File: src/rtl/dlx_pkg.sv
// Shared DLX definitions: ALU opcode encodings and the multiply sequencer state type.
package dlx_pkg;

  localparam int unsigned ALU_OP_W = 5;

  localparam logic [ALU_OP_W-1:0] ALU_AND = 5'b00000;
  localparam logic [ALU_OP_W-1:0] ALU_OR  = 5'b00001;
  localparam logic [ALU_OP_W-1:0] ALU_ADD = 5'b00010;
  localparam logic [ALU_OP_W-1:0] ALU_XOR = 5'b00011;
  localparam logic [ALU_OP_W-1:0] ALU_SLL = 5'b00100;
  localparam logic [ALU_OP_W-1:0] ALU_SRL = 5'b00101;
  localparam logic [ALU_OP_W-1:0] ALU_SUB = 5'b00110;
  localparam logic [ALU_OP_W-1:0] ALU_SLT = 5'b00111;
  localparam logic [ALU_OP_W-1:0] ALU_SRA = 5'b01000;
  localparam logic [ALU_OP_W-1:0] ALU_SEQ = 5'b01001;
  localparam logic [ALU_OP_W-1:0] ALU_SNE = 5'b01010;
  localparam logic [ALU_OP_W-1:0] ALU_SLE = 5'b01011;
  localparam logic [ALU_OP_W-1:0] ALU_SGT = 5'b01100;
  localparam logic [ALU_OP_W-1:0] ALU_SGE = 5'b01101;

  typedef enum logic [1:0] {
    MULT_IDLE = 2'd0,
    MULT_RUN  = 2'd1,
    MULT_DONE = 2'd2
  } mult_state_t;

endpackage

File: src/rtl/alu_mult_seq.sv
// Iterative shift-add multiplier that borrows the shared EX-stage ALU for one add per cycle.
// Define ALU_MULT_SIGNED_EN to support signed MULT via magnitude multiply and final negate.
module alu_mult_seq
  import dlx_pkg::*;
#(
  parameter int unsigned           WIDTH      = 32,
  parameter logic [ALU_OP_W-1:0]   ALU_ADD_OP = ALU_ADD
) (
  input  logic                clk,
  input  logic                rst_n,
  input  logic                start,
  input  logic                mult_signed,
  input  logic [WIDTH-1:0]    op_a,
  input  logic [WIDTH-1:0]    op_b,
  input  logic                flush,
  input  logic [WIDTH-1:0]    alu_result,
  input  logic                alu_carry,
  output logic [WIDTH-1:0]    alu_a,
  output logic [WIDTH-1:0]    alu_b,
  output logic [ALU_OP_W-1:0] alu_op,
  output logic                alu_sel,
  output logic                busy,
  output logic                done,
  output logic [WIDTH-1:0]    prod_hi,
  output logic [WIDTH-1:0]    prod_lo
);

  localparam int unsigned CNT_W = (WIDTH > 1) ? $clog2(WIDTH) : 1;
  localparam int unsigned PROD_W = 2 * WIDTH;
  localparam logic [CNT_W-1:0] CNT_LAST = CNT_W'(WIDTH - 1);

  mult_state_t        state_q, state_d;
  logic [CNT_W-1:0]   count_q;
  logic [WIDTH-1:0]   mcand_q;
  logic [WIDTH-1:0]   hi_q;
  logic [WIDTH-1:0]   lo_q;
  logic               accept_c;
  logic               last_c;
  logic [WIDTH-1:0]   a_mag_c;
  logic [WIDTH-1:0]   b_mag_c;
  logic [WIDTH-1:0]   hi_nxt_c;
  logic [WIDTH-1:0]   lo_nxt_c;

  // Next-state logic; flush always wins over start and over normal completion.
  always_comb begin
    state_d  = state_q;
    accept_c = 1'b0;
    last_c   = 1'b0;
    case (state_q)
      MULT_IDLE: begin
        if (start && !flush) begin
          state_d  = MULT_RUN;
          accept_c = 1'b1;
        end
      end
      MULT_RUN: begin
        if (flush) begin
          state_d = MULT_IDLE;
        end else if (count_q == CNT_LAST) begin
          state_d = MULT_DONE;
          last_c  = 1'b1;
        end
      end
      MULT_DONE: state_d = MULT_IDLE;
      default:   state_d = MULT_IDLE;
    endcase
  end

  // Carry becomes the new top bit so the 33-bit partial sum is never truncated.
  always_comb begin
    hi_nxt_c = {alu_carry, alu_result[WIDTH-1:1]};
    lo_nxt_c = {alu_result[0], lo_q[WIDTH-1:1]};
  end

`ifdef ALU_MULT_SIGNED_EN
  logic sign_q;
  logic sign_c;

  // Signed requests are multiplied as magnitudes; the most negative value maps to unsigned 2^(W-1).
  always_comb begin
    sign_c  = mult_signed & (op_a[WIDTH-1] ^ op_b[WIDTH-1]);
    a_mag_c = (mult_signed && op_a[WIDTH-1]) ? (~op_a) + WIDTH'(1) : op_a;
    b_mag_c = (mult_signed && op_b[WIDTH-1]) ? (~op_b) + WIDTH'(1) : op_b;
  end

  always_ff @(posedge clk or negedge rst_n) begin
    if (!rst_n) begin
      sign_q <= 1'b0;
    end else if (accept_c) begin
      sign_q <= sign_c;
    end
  end

  logic [PROD_W-1:0] prod_raw_c;
  logic [PROD_W-1:0] prod_fix_c;

  always_comb begin
    prod_raw_c = {hi_q, lo_q};
    prod_fix_c = sign_q ? (~prod_raw_c) + PROD_W'(1) : prod_raw_c;
    prod_hi    = prod_fix_c[PROD_W-1:WIDTH];
    prod_lo    = prod_fix_c[WIDTH-1:0];
  end
`else
  logic unused_mult_signed;

  always_comb begin
    unused_mult_signed = mult_signed;
    a_mag_c            = op_a;
    b_mag_c            = op_b;
    prod_hi            = hi_q;
    prod_lo            = lo_q;
  end
`endif

  // Datapath and registered ALU/pipeline handshake outputs.
  always_ff @(posedge clk or negedge rst_n) begin
    if (!rst_n) begin
      state_q <= MULT_IDLE;
      count_q <= '0;
      mcand_q <= '0;
      hi_q    <= '0;
      lo_q    <= '0;
      alu_a   <= '0;
      alu_b   <= '0;
      alu_op  <= ALU_ADD_OP;
      alu_sel <= 1'b0;
      busy    <= 1'b0;
      done    <= 1'b0;
    end else begin
      state_q <= state_d;
      alu_op  <= ALU_ADD_OP;
      done    <= 1'b0;
      case (state_q)
        MULT_IDLE: begin
          if (accept_c) begin
            mcand_q <= a_mag_c;
            hi_q    <= '0;
            lo_q    <= b_mag_c;
            count_q <= '0;
            alu_a   <= '0;
            alu_b   <= b_mag_c[0] ? a_mag_c : '0;
            alu_sel <= 1'b1;
            busy    <= 1'b1;
          end
        end
        MULT_RUN: begin
          if (flush) begin
            alu_a   <= '0;
            alu_b   <= '0;
            alu_sel <= 1'b0;
            busy    <= 1'b0;
          end else begin
            hi_q    <= hi_nxt_c;
            lo_q    <= lo_nxt_c;
            count_q <= count_q + CNT_W'(1);
            if (last_c) begin
              alu_a   <= '0;
              alu_b   <= '0;
              alu_sel <= 1'b0;
              done    <= 1'b1;
            end else begin
              alu_a <= hi_nxt_c;
              alu_b <= lo_nxt_c[0] ? mcand_q : '0;
            end
          end
        end
        MULT_DONE: begin
          busy <= 1'b0;
        end
        default: begin
          alu_sel <= 1'b0;
          busy    <= 1'b0;
        end
      endcase
    end
  end

endmodule

File: config.mk
export PLATFORM = sky130hd
export DESIGN_NAME = alu_mult_seq
export DESIGN_NICKNAME = d
export VERILOG_FILES = /design/src/rtl/dlx_pkg.sv /design/src/rtl/alu_mult_seq.sv
export SDC_FILE = /design/constraint.sdc
export NUM_CORES = 1
export LEC_CHECK = 0
export BUFFER_PORTS_ARGS = -buffer_cell sky130_fd_sc_hd__buf_2
export CAP_MARGIN = 5
export CORE_MARGIN = 1
export CORE_UTILIZATION = 25
export CTS_CLUSTER_DIAMETER = 60
export CTS_CLUSTER_SIZE = 12
export DETAILED_ROUTE_END_ITERATION = 10
export RECOVER_POWER = 50
export SYNTH_ARGS = -nofsm -noshare
export SYNTH_HDL_FRONTEND = slang
export SYNTH_SLANG_ARGS = --single-unit
File: constraint.sdc
create_clock -name clk -period 1.8 [get_ports clk]
set_input_delay 0.27 -clock clk [delete_from_list [all_inputs] [get_ports clk]]
set_output_delay 0.27 -clock clk [all_outputs]
set_load 0.05 [all_outputs]
==> out/metrics.cfg <==
[run_status]
status = complete, but fails checks
violations = negative setup slack

[placement]
io_buffers = 231
dp_hpwl_mm = 13.42
place.gp.congestion = 0.7196
dpl_cell_area_um2 = 9444

[floorplanning]
ios = 238
die_y_um = 176.8
start_util_pct = 25.56
rows = 63
design.die.area_um2 = 31250
design.core.area_um2 = 29870
die_x_um = 176.8

[timing]
slew_headroom_pct = 32.09
fin_crit_ns = 1.863
rsz0062_at_grt = yes
max_freq_mhz = 536.7
finalHoldViolCount = 0
period_share_pct = 103.5
tightest_slew_ns = 1.019
finClkSkew_ns = 0.01651
finalWorstSetupSlack_ns = -0.06327
setup_viol = 47
timing.final.max_slew_violations = 0
fin_setup_tns_ns = -1.885

[yosys]
synth_adder_area_share_pct = 0.3277
synth_compound_area_share_pct = 10.91
synth_top_area_share_pct = 55.70
ys_seq_elements = 170
ys_types = 32
synth.area.mux_share_pct = 19.00
synth_area_leaders = dfrtp_1 (56%), mux2_2 (19%), a32o_1 (4.2%), nand4b_1 (3.9%), a22o_1 (3.8%)
synthXorXnorAreaFrac_pct = 0
yosys.area.top_type = dfrtp_1
syn_avg_cell_area_um2 = 13.10
synthSimpleGateAreaFrac_pct = 8.191
yosysSeqAreaShare_pct = 55.70
synth_area_um2 = 7637
synth_top_family_by_area = multiplexers
syn_inst = 583
ys_warn_count = 0

[global_route]
grt_pass1_vias = 5824
grt-ovfl-total = 0
grt_usage_pct = 13.88
grt_max_degree = 69
grt_antenna_before_repair = 3
grt_pass1_wl_mm = 33.05

[power_and_ir_drop]
switching_share_pct = 38.89
p_clk_share_pct = 27.7
share_seq_of_total_power_pct = 38.1
p_per_area_nw_per_um2 = 1270
p_sw_mw = 5.000
finalPower_mw = 12.86
vdd_drop_max_mv = 0.6654
intPower_mw = 7.857
p_leak_nw = 4.712
power_frac_comb_pct = 34.2

[critical_path]
worstPathRequired_ns = 2.17
cp-end-kind = flop
worst-setup-path-type = reg -> reg
worstPathArrival_ns = 2.23
reg2reg_from = count_q[1]
cp-start-kind = flop
crit_fanout = 5
startpoint = count_q[1]

[clocking]
clock-sinks = 170
htree_levels = 4
cts_tree = yes
clock-root-buffer = clkbuf_16
clk_pin_slew_ns = 0.07
clkLatencyLatePin_ns = 0.44
cts_buffers = 17
clk_path_buf_depth = 2

[finish]
fin_util_pct = 33.89
layout_common_cells = buf_2 (201), dfrtp_1 (170), mux2_2 (121)
nets = 924
drive_above_1_share_pct = 49.46
layout_commonest_cell = buf_2
area_growth_pct = 32.57
final_area_um2 = 10120
nFillCells = 2990

[drt]
drt-total-wl_mm = 21.35
firstDrtPassIters = 4
wl_per_cell_um = 17.41
drt_iter0_markers = 211
drtAntennaViolNets = 0
vias = 5676
drc_errors = 0
vias_per_cell = 4.630

[min_path]
hold_path_class = in -> reg
hp-start = alu_result[17]

[run]
max_cap_violations = 0

## cell families after synthesis
group / count (synthesis)
DFF: 170
AOI/OAI and AO/OA: 107
and+or+nand+nor: 82
adders and majority gates: 2
buffers and inverters: 91
other: 2
muxes: 129
## power by group through the flow
stage	Sequential, mW	Clock [mW]	Combinational, mW
after CTS	4.91	3.72	4.46
after global placement	4.95	0	4.37
after floorplan	6.78	0	1.31
after global routing	5.01	3.87	4.65
after detailed placement	4.98	0	4.39
final	4.90	3.56	4.40
## flip-flops by register name (all words and copies together), names as in the netlist
name,flops
prod_hi,32
alu_a,32
count_q,5
busy,1
alu_sel,1
done,1
state_q,2
mcand_q,32
prod_lo,32
alu_b,32
## stage by stage
| stage | cells | hold WS [ns] | setup slack (ns) |
|---|---|---|---|
| finish | 1226 | 0.06193 | -0.06327 |
| global route | 1224 | 0.03799 | -0.1635 |
| CTS | 1221 | 0.03181 | -0.07129 |
| detailed placement | 1182 | 0.2204 | -0.1288 |
| floorplan | 586 | -0.02559 | -0.003290 |
| global placement | 1182 | 0.2117 | -0.08079 |
## cells in the mapped netlist, drive strengths merged
| library cell | count |
|---|---|
| dfrtp | 170 |
| inv | 34 |
| or3b | 1 |
| o21a | 1 |
| nor4b | 1 |
| and3 | 3 |
| buf | 38 |
| or2 | 1 |
| clkbuf | 19 |
| or3 | 1 |
| nand4b | 34 |
| a22o | 33 |
| mux2i | 1 |
| nor2 | 1 |
| and2 | 33 |
| ha | 2 |
| o21bai | 2 |
| o21ai | 35 |
| nor2b | 2 |
| nand3 | 1 |
| a21o | 1 |
| a32o | 32 |
| conb | 2 |
| nor3b | 1 |
| o221ai | 1 |
| mux2 | 128 |
| a21oi | 2 |
| nand2b | 3 |
## critical path, stage by stage (launching register included)
cell and delay (ns):
dfrtp_1 0.39, ha_2 0.19, and3_4 0.17, ha_4 0.17, nor4b_4 0.25, buf_6 0.22
buf_12 0.14, a32o_1 0.13, mux2_4 0.14
## cell type report
class                   instances  area [um2]  area share (%)
diodes                          3       7.507         0.07415
clock buffers                  21       480.5           4.745
clock inverters                11       85.08          0.8403
inverters                      34       127.6           1.261
multi-input cells             325        3018           29.81
flip-flops and latches        170        4254           42.02
well taps                     390       488.0           4.820
repair buffers                272        1664           16.44
## per-layer routing
metal | routed length, um | vias to the layer above | track usage, %
met3 | 1213 | 21 | 4.424
met4 | 289 | 4 | 4.993
met2 | 10200 | 158 | 22.30
met5 | 25 | - | 0
li1 | - | 2588 | -
met1 | 9614 | 2905 | 17.40
## timing repair
action                                  in CTS  in global routing
endpoints found under the hold margin       31                  0
setup buffers                                3                  1
endpoints found under the setup margin      46                 66
gates cloned                                 3                  1
pin swaps                                    2                  0
resized for setup                            7                  6
hold buffers                                 1                  0
## path summary, 6_finish.rpt
check	end	depth (start not counted)	slack [ns]
setup / recovery	alu_b[12]	8	-0.06
hold / removal	alu_a[16]	2	0.06
setup reg to reg	alu_b[12]	8	-0.06
hold reg to reg	alu_sel	1	0.48
max in group asynchronous	prod_hi[0]	3	0.26
min in group asynchronous	alu_a[7]	2	0.54
Note: power is estimated with default switching activity, not from simulation.
